`src/rtl/sdf_frame_arbiter.sv`:
```
// -----------------------------------------------------------------------------
// sdf_frame_arbiter
//
// Shares one streaming radix-2 SDF FFT pipeline between two frame sources.
// Whole N-point frames (N = 2**LOG_N) are granted round-robin and streamed
// contiguously into the pipeline. Each grant pushes the source ID into a small
// tag FIFO. The pipeline's in-order, N-length output bursts are then re-labelled
// with the ID at the head of that FIFO.
//
// Ports
//   clock, reset              master clock; synchronous active-high reset
//   s0_frame_rdy / s1_*       source K holds at least one complete frame
//   s0_rd / s1_rd             read strobe to source K (FWFT: data valid same cycle)
//   s0_re/s0_im, s1_re/s1_im  source samples
//   fft_di_en/re/im           pipeline input (registered, 1 cycle after sK_rd)
//   fft_do_en/re/im           pipeline output
//   m_en/re/im                result sample (registered, 1 cycle after fft_do_*)
//   m_src                     source ID of the current result frame
//   m_first / m_last          first / last sample of the result frame
//   err_orphan                sticky: output sample arrived with no tag queued
// -----------------------------------------------------------------------------
module sdf_frame_arbiter #(
    parameter int WIDTH     = 16,
    parameter int LOG_N     = 6,
    parameter int GAP       = 1,
    parameter int TAG_DEPTH = 4
) (
    input  logic             clock,
    input  logic             reset,

    input  logic             s0_frame_rdy,
    output logic             s0_rd,
    input  logic [WIDTH-1:0] s0_re,
    input  logic [WIDTH-1:0] s0_im,

    input  logic             s1_frame_rdy,
    output logic             s1_rd,
    input  logic [WIDTH-1:0] s1_re,
    input  logic [WIDTH-1:0] s1_im,

    output logic             fft_di_en,
    output logic [WIDTH-1:0] fft_di_re,
    output logic [WIDTH-1:0] fft_di_im,

    input  logic             fft_do_en,
    input  logic [WIDTH-1:0] fft_do_re,
    input  logic [WIDTH-1:0] fft_do_im,

    output logic             m_en,
    output logic [WIDTH-1:0] m_re,
    output logic [WIDTH-1:0] m_im,
    output logic             m_src,
    output logic             m_first,
    output logic             m_last,
    output logic             err_orphan
);

    localparam logic [LOG_N-1:0] CNT_LAST = '1;
    localparam int               PW       = (TAG_DEPTH > 1) ? $clog2(TAG_DEPTH) : 1;
    localparam int               CW       = $clog2(TAG_DEPTH + 1);
    localparam int               GW       = (GAP > 1) ? $clog2(GAP) : 1;
    localparam logic [GW-1:0]    GAP_LAST = GW'(GAP - 1);
    localparam logic [CW-1:0]    TAG_FULL = CW'(TAG_DEPTH);

    typedef enum logic [1:0] {
        ST_IDLE,
        ST_STREAM,
        ST_GAP
    } state_t;

    // FSM and input-side registers
    state_t              state_q,   state_d;
    logic                src_q,     src_d;
    logic                rr_q,      rr_d;
    logic [LOG_N-1:0]    in_cnt_q,  in_cnt_d;
    logic [GW-1:0]       gap_cnt_q, gap_cnt_d;

    // Tag FIFO
    logic [TAG_DEPTH-1:0] tag_mem_q, tag_mem_d;
    logic [PW-1:0]        wr_ptr_q,  wr_ptr_d;
    logic [PW-1:0]        rd_ptr_q,  rd_ptr_d;
    logic [CW-1:0]        tag_cnt_q, tag_cnt_d;

    // Output-side registers
    logic [LOG_N-1:0]    out_cnt_q,    out_cnt_d;
    logic                err_orphan_q, err_orphan_d;

    logic                fft_di_en_q, fft_di_en_d;
    logic [WIDTH-1:0]    fft_di_re_q, fft_di_re_d;
    logic [WIDTH-1:0]    fft_di_im_q, fft_di_im_d;

    logic                m_en_q,    m_en_d;
    logic [WIDTH-1:0]    m_re_q,    m_re_d;
    logic [WIDTH-1:0]    m_im_q,    m_im_d;
    logic                m_src_q,   m_src_d;
    logic                m_first_q, m_first_d;
    logic                m_last_q,  m_last_d;

    // Arbitration
    logic grant;
    logic grant_src;
    logic tag_full;
    logic tag_empty;
    logic frame_end;
    logic push;
    logic pop;

    assign tag_full  = (tag_cnt_q == TAG_FULL);
    assign tag_empty = (tag_cnt_q == '0);

    always_comb begin
        // On a tie the source that was not granted last wins.
        grant_src = '0;
        if (s0_frame_rdy && s1_frame_rdy) begin
            grant_src = ~rr_q;
        end else begin
            grant_src = s1_frame_rdy;
        end
        grant = (state_q == ST_IDLE) && (s0_frame_rdy || s1_frame_rdy) && !tag_full;
    end

    // -------------------------------------------------------------------------
    // FSM: state register
    // -------------------------------------------------------------------------
    always_ff @(posedge clock) begin
        if (reset) begin
            state_q   <= ST_IDLE;
            src_q     <= 1'b0;
            rr_q      <= 1'b1;
            in_cnt_q  <= '0;
            gap_cnt_q <= '0;
        end else begin
            state_q   <= state_d;
            src_q     <= src_d;
            rr_q      <= rr_d;
            in_cnt_q  <= in_cnt_d;
            gap_cnt_q <= gap_cnt_d;
        end
    end

    // -------------------------------------------------------------------------
    // FSM: next-state logic
    // -------------------------------------------------------------------------
    always_comb begin
        state_d   = state_q;
        src_d     = src_q;
        rr_d      = rr_q;
        in_cnt_d  = in_cnt_q;
        gap_cnt_d = gap_cnt_q;

        unique case (state_q)
            ST_IDLE: begin
                if (grant) begin
                    src_d    = grant_src;
                    rr_d     = grant_src;
                    in_cnt_d = '0;
                    state_d  = ST_STREAM;
                end
            end
            ST_STREAM: begin
                in_cnt_d = in_cnt_q + LOG_N'(1);
                if (in_cnt_q == CNT_LAST) begin
                    gap_cnt_d = '0;
                    state_d   = ST_GAP;
                end
            end
            ST_GAP: begin
                gap_cnt_d = gap_cnt_q + GW'(1);
                if (gap_cnt_q == GAP_LAST) begin
                    state_d = ST_IDLE;
                end
            end
            default: begin
                state_d = ST_IDLE;
            end
        endcase
    end

    // -------------------------------------------------------------------------
    // FSM: outputs (read strobes decoded from state and granted source)
    // -------------------------------------------------------------------------
    always_comb begin
        s0_rd = (state_q == ST_STREAM) && !src_q;
        s1_rd = (state_q == ST_STREAM) &&  src_q;
    end

    // -------------------------------------------------------------------------
    // Datapath and tag FIFO
    // -------------------------------------------------------------------------
    always_comb begin
        // Input side: one register stage between the source FIFO and the pipeline.
        fft_di_en_d = s0_rd | s1_rd;
        fft_di_re_d = '0;
        fft_di_im_d = '0;
        if (s1_rd) begin
            fft_di_re_d = s1_re;
            fft_di_im_d = s1_im;
        end else if (s0_rd) begin
            fft_di_re_d = s0_re;
            fft_di_im_d = s0_im;
        end

        // The pop is taken on the cycle that produces m_last, so the head
        // seen by the following sample (possibly a back-to-back frame) is
        // already the next tag.
        frame_end = fft_do_en && (out_cnt_q == CNT_LAST);
        push      = grant;
        pop       = frame_end && !tag_empty;

        tag_mem_d = tag_mem_q;
        wr_ptr_d  = wr_ptr_q;
        rd_ptr_d  = rd_ptr_q;
        tag_cnt_d = tag_cnt_q;
        if (push) begin
            tag_mem_d[wr_ptr_q] = grant_src;
            wr_ptr_d            = wr_ptr_q + PW'(1);
        end
        if (pop) begin
            rd_ptr_d = rd_ptr_q + PW'(1);
        end
        if (push && !pop) begin
            tag_cnt_d = tag_cnt_q + CW'(1);
        end else if (pop && !push) begin
            tag_cnt_d = tag_cnt_q - CW'(1);
        end

        // out_cnt is LOG_N bits wide, so N-1 -> 0 is the natural wrap.
        out_cnt_d = out_cnt_q;
        if (fft_do_en) begin
            out_cnt_d = out_cnt_q + LOG_N'(1);
        end

        m_en_d    = fft_do_en;
        m_re_d    = fft_do_en ? fft_do_re : '0;
        m_im_d    = fft_do_en ? fft_do_im : '0;
        m_src_d   = fft_do_en && !tag_empty && tag_mem_q[rd_ptr_q];
        m_first_d = fft_do_en && (out_cnt_q == '0);
        m_last_d  = frame_end;

        err_orphan_d = err_orphan_q || (fft_do_en && tag_empty);
    end

    always_ff @(posedge clock) begin
        if (reset) begin
            tag_mem_q    <= '0;
            wr_ptr_q     <= '0;
            rd_ptr_q     <= '0;
            tag_cnt_q    <= '0;
            out_cnt_q    <= '0;
            err_orphan_q <= 1'b0;
            fft_di_en_q  <= 1'b0;
            fft_di_re_q  <= '0;
            fft_di_im_q  <= '0;
            m_en_q       <= 1'b0;
            m_re_q       <= '0;
            m_im_q       <= '0;
            m_src_q      <= 1'b0;
            m_first_q    <= 1'b0;
            m_last_q     <= 1'b0;
        end else begin
            tag_mem_q    <= tag_mem_d;
            wr_ptr_q     <= wr_ptr_d;
            rd_ptr_q     <= rd_ptr_d;
            tag_cnt_q    <= tag_cnt_d;
            out_cnt_q    <= out_cnt_d;
            err_orphan_q <= err_orphan_d;
            fft_di_en_q  <= fft_di_en_d;
            fft_di_re_q  <= fft_di_re_d;
            fft_di_im_q  <= fft_di_im_d;
            m_en_q       <= m_en_d;
            m_re_q       <= m_re_d;
            m_im_q       <= m_im_d;
            m_src_q      <= m_src_d;
            m_first_q    <= m_first_d;
            m_last_q     <= m_last_d;
        end
    end

    assign fft_di_en  = fft_di_en_q;
    assign fft_di_re  = fft_di_re_q;
    assign fft_di_im  = fft_di_im_q;
    assign m_en       = m_en_q;
    assign m_re       = m_re_q;
    assign m_im       = m_im_q;
    assign m_src      = m_src_q;
    assign m_first    = m_first_q;
    assign m_last     = m_last_q;
    assign err_orphan = err_orphan_q;

endmodule

```
`config.mk`:
```
export PLATFORM = sky130hd
export DESIGN_NAME = sdf_frame_arbiter
export DESIGN_NICKNAME = d
export VERILOG_FILES = /design/src/rtl/sdf_frame_arbiter.sv
export SDC_FILE = /design/constraint.sdc
export NUM_CORES = 1
export LEC_CHECK = 0
export ABC_AREA = 1
export ABC_CLOCK_PERIOD_IN_PS = 4059
export CORE_ASPECT_RATIO = 0.9
export CORE_MARGIN = 3
export CORE_UTILIZATION = 40
export DETAILED_ROUTE_END_ITERATION = 8
export MAX_ROUTING_LAYER = met4
export PLACE_DENSITY = 0.81
export SYNTH_ARGS = -nofsm -noshare
export SYNTH_HDL_FRONTEND = slang
export SYNTH_SLANG_ARGS = --single-unit
export TNS_END_PERCENT = 20
```
`constraint.sdc`:
```
create_clock -name clock -period 4.06 [get_ports clock]
set_input_delay 0.406 -clock clock [delete_from_list [all_inputs] [get_ports clock]]
set_output_delay 0.406 -clock clock [all_outputs]
set_load 0.005 [all_outputs]
```
==> results.txt <==
Status -> completed
Final Instance Area -> 5555 um2
Synth async-reset ratio -> 0%
Highest Clock Rate -> 0.3959 GHz
Hold bufs inserted after CTS -> 0
Seq/Total Area, Yosys -> 54.12%
Synthesis-stage register bit count -> 98
Largest net degree at the start of global routing -> 43
Worst R2R Start -> tag_cnt_q[0]
Final Cycle Share -> 62.21%
Critical path cell sequence -> nand2_4 > nor2_4 > clkdlybuf4s50_1
Register-to-register setup slack -> 1810 ps
I/O pin count -> 173
Die Ht -> 96.31 um
Critical Path Start Type -> flip-flop
First-pass GRT wire length -> 15240 um
WHS Endpoint -> err_orphan
Final setup viols -> 0
DPL Wire Length -> 7488 um
Data arrival, critical path -> 2120 ps
Hold Startpoint -> err_orphan
Clock sink count -> 98
Area of placed instances -> 5363 um2
Worst Path Buf+Inv -> 1
Slowest stage delay, CP -> 650 ps
Starting DRT DRC Count -> 200
CP required -> 3650 ps
Top_reg_cell synth -> dfxtp_1
Filler cells -> 751
Syn Nets -> 561
Setup bufs post-CTS -> 0
Max Cap Viol -> 0
Yosys warns -> 0
WS Path Type -> reg -> out
Yosys top cell area share -> 54.12%
Initial Utilization -> 41.72%
Headroom to the max-slew limit -> 50.32%
RSZ-0062 raised after global routing -> no
Hold Path Cell Cnt -> 2
Vias in the first global route -> 3122
# DRC -> 0
Clock transition at the registers of the reported paths -> 90 ps
Area growth syn-to-layout -> 53.26%
Post-Syn Area per Cell -> 8.037 um2
Cell Rows -> 32
Wirelength, routed -> 9970 um
CORE AREA -> 8688 um2
Final Max Tran Viols -> 0
Final min period -> 2526 ps
Nets -> 727
Post-synthesis cell count -> 451
Power per cell area -> 424.7 nW/um2
Post-DRT Antenna Nets -> 0
Die width -> 106.3 um
EDFF count, synth -> 0
Vias per cell -> 4.572
Capturing point of the worst reg2reg path -> tag_cnt_q[2]
Antenna Cells -> 0
Routed via count -> 3388
Total Power Consumption -> 2.359 mW
Wire length per cell -> 13.45 um
Peak supply drop -> 0.2481 mV
Worst-margin pin slew -> 743.4 ps
Gr ovfl total -> 0
Slowest CP cell -> clkdlybuf4s50_1
Worst setup EP type -> output pin
Number of CTS-inserted buffers -> 9
Post_cts resized -> 0
H-tree depth -> 3
Final hold violation count -> 0
Fraction of layout cells with a size suffix above 1 -> 3.698%
Delay-heaviest family, CP -> simple AND/OR/NAND/NOR gates
Root buffer cell -> clkbuf_8
Main area contributors after synthesis -> dfxtp_1, nand2_1, a21oi_1, inv_1, nor2_1
Most frequent cell after synthesis -> nand2_1
Max Buffers Root-to-Sink -> 2
Skew final -> 6.800 ps
Crit Path Max Fanout -> 33
Die area -> 10240 um2
Leakage -> 2.260 nW
Hold Crit Class -> reg -> reg
Routability Congestion -> 0.7976
CTS tree -> yes
Most common library cells after synthesis -> nand2_1, dfxtp_1, inv_1, a21oi_1, nor2_1
Synthesized area -> 3625 um2
Placement Setup Slack -> 1365 ps
GRT Overall Usage -> 19.39%
Drt first pass iters -> 4
Synth cell types -> 24
Clk_lat worst skew -> 350 ps
Worst setup slack after layout -> 1534 ps
Initial antenna violation count -> 0
Post-route setup TNS -> 0 ps
Worst reg2reg path depth -> 11
Top cell type by total area after synthesis -> dfxtp_1
WP depth -> 3
IO buf count -> 172
registers in the layout, indices dropped and copies added, names as in the netlist, 2 cells and up:
signal / cells
fft_di_im: 16
fft_di_re: 16
in_cnt_q: 6
m_im: 16
m_re: 16
out_cnt_q: 6
rd_ptr_q: 2
state_q: 2
tag_cnt_q: 3
tag_mem_q: 4
wr_ptr_q: 2
cell families after synthesis:
| logic type | synth area share (%) |
|---|---|
| flip-flops | 54.12 |
| buffers and inverters | 10.29 |
| AO/OA/AOI/OAI | 10.29 |
| adder cells (fa/ha/maj) | 3.314 |
| AND/OR/NAND/NOR | 21.99 |
placed cells by master (no fill, tap or decap), types with 2 or more instances in the layout:
cell,count
a21oi_1,53
clkbuf_8,9
clkdlybuf4s50_1,172
clkinv_2,2
dfxtp_1,98
ha_1,8
inv_1,60
inv_2,2
inv_6,2
nand2_1,108
nand3_1,18
nand4_1,3
nor2_1,52
nor2_4,2
nor3b_1,4
o21ai_0,14
o21bai_1,5
power by group:
group,internal [mW],switching (mW)
combinational,0.300,0.313
sequential,1.07,0.0548
clock,0.288,0.336
total,1.66,0.704
how the worst max path moves through the flow:
| stage | startpoint | to | slack [ps] |
|---|---|---|---|
| 6_report | state_q[0] | s1_rd | 1530 |
| 5_1_grt | s1_frame_rdy | tag_cnt_q[2] | 1410 |
| 4_1_cts | state_q[0] | s1_rd | 1510 |
| 3_5_place_dp | s1_frame_rdy | tag_cnt_q[2] | 1370 |
| 3_3_place_gp | s1_frame_rdy | tag_cnt_q[2] | 1560 |
| 2_1_floorplan | s1_frame_rdy | tag_cnt_q[2] | 2210 |
metal layers:
layer / vias up / track usage (%) / share of wire (%)
met2: 122 / 33.18 / 50
met1: 1528 / 22.77 / 42
li1: 1726 / - / -
met5: - / - / 0
met3: 12 / 4.829 / 6.0
met4: 0 / 5.825 / 1.6
final cells by class:
type / instances / area [um2] / area share, %
Clock buffer: 10 / 127.6 / 2.297
Sequential cell: 98 / 1962 / 35.32
Clock inverter: 6 / 65.06 / 1.171
Tap cell: 119 / 148.9 / 2.680
Timing Repair Buffer: 173 / 1729 / 31.13
Multi-Input combinational cell: 273 / 1290 / 23.22
Inverter: 62 / 232.7 / 4.189
stage by stage:
step           instances  util, %  hold slack (ps)
2_1_floorplan        451        -            432.5
5_1_grt              741    63.94            507.9
3_3_place_gp         725    61.72            441.8
6_report             741    63.94            473.7
3_5_place_dp         725    61.72            449.8
4_1_cts              741    63.94            478.9
worst min-delay path, delay by kind of cell, from the launching register on:
kind / cells / cell delay, ps
simple gates: 1 / 50
flops: 1 / 340
compound gates: 1 / 50
No activity file was read; power rests on OpenSTA's default activity.
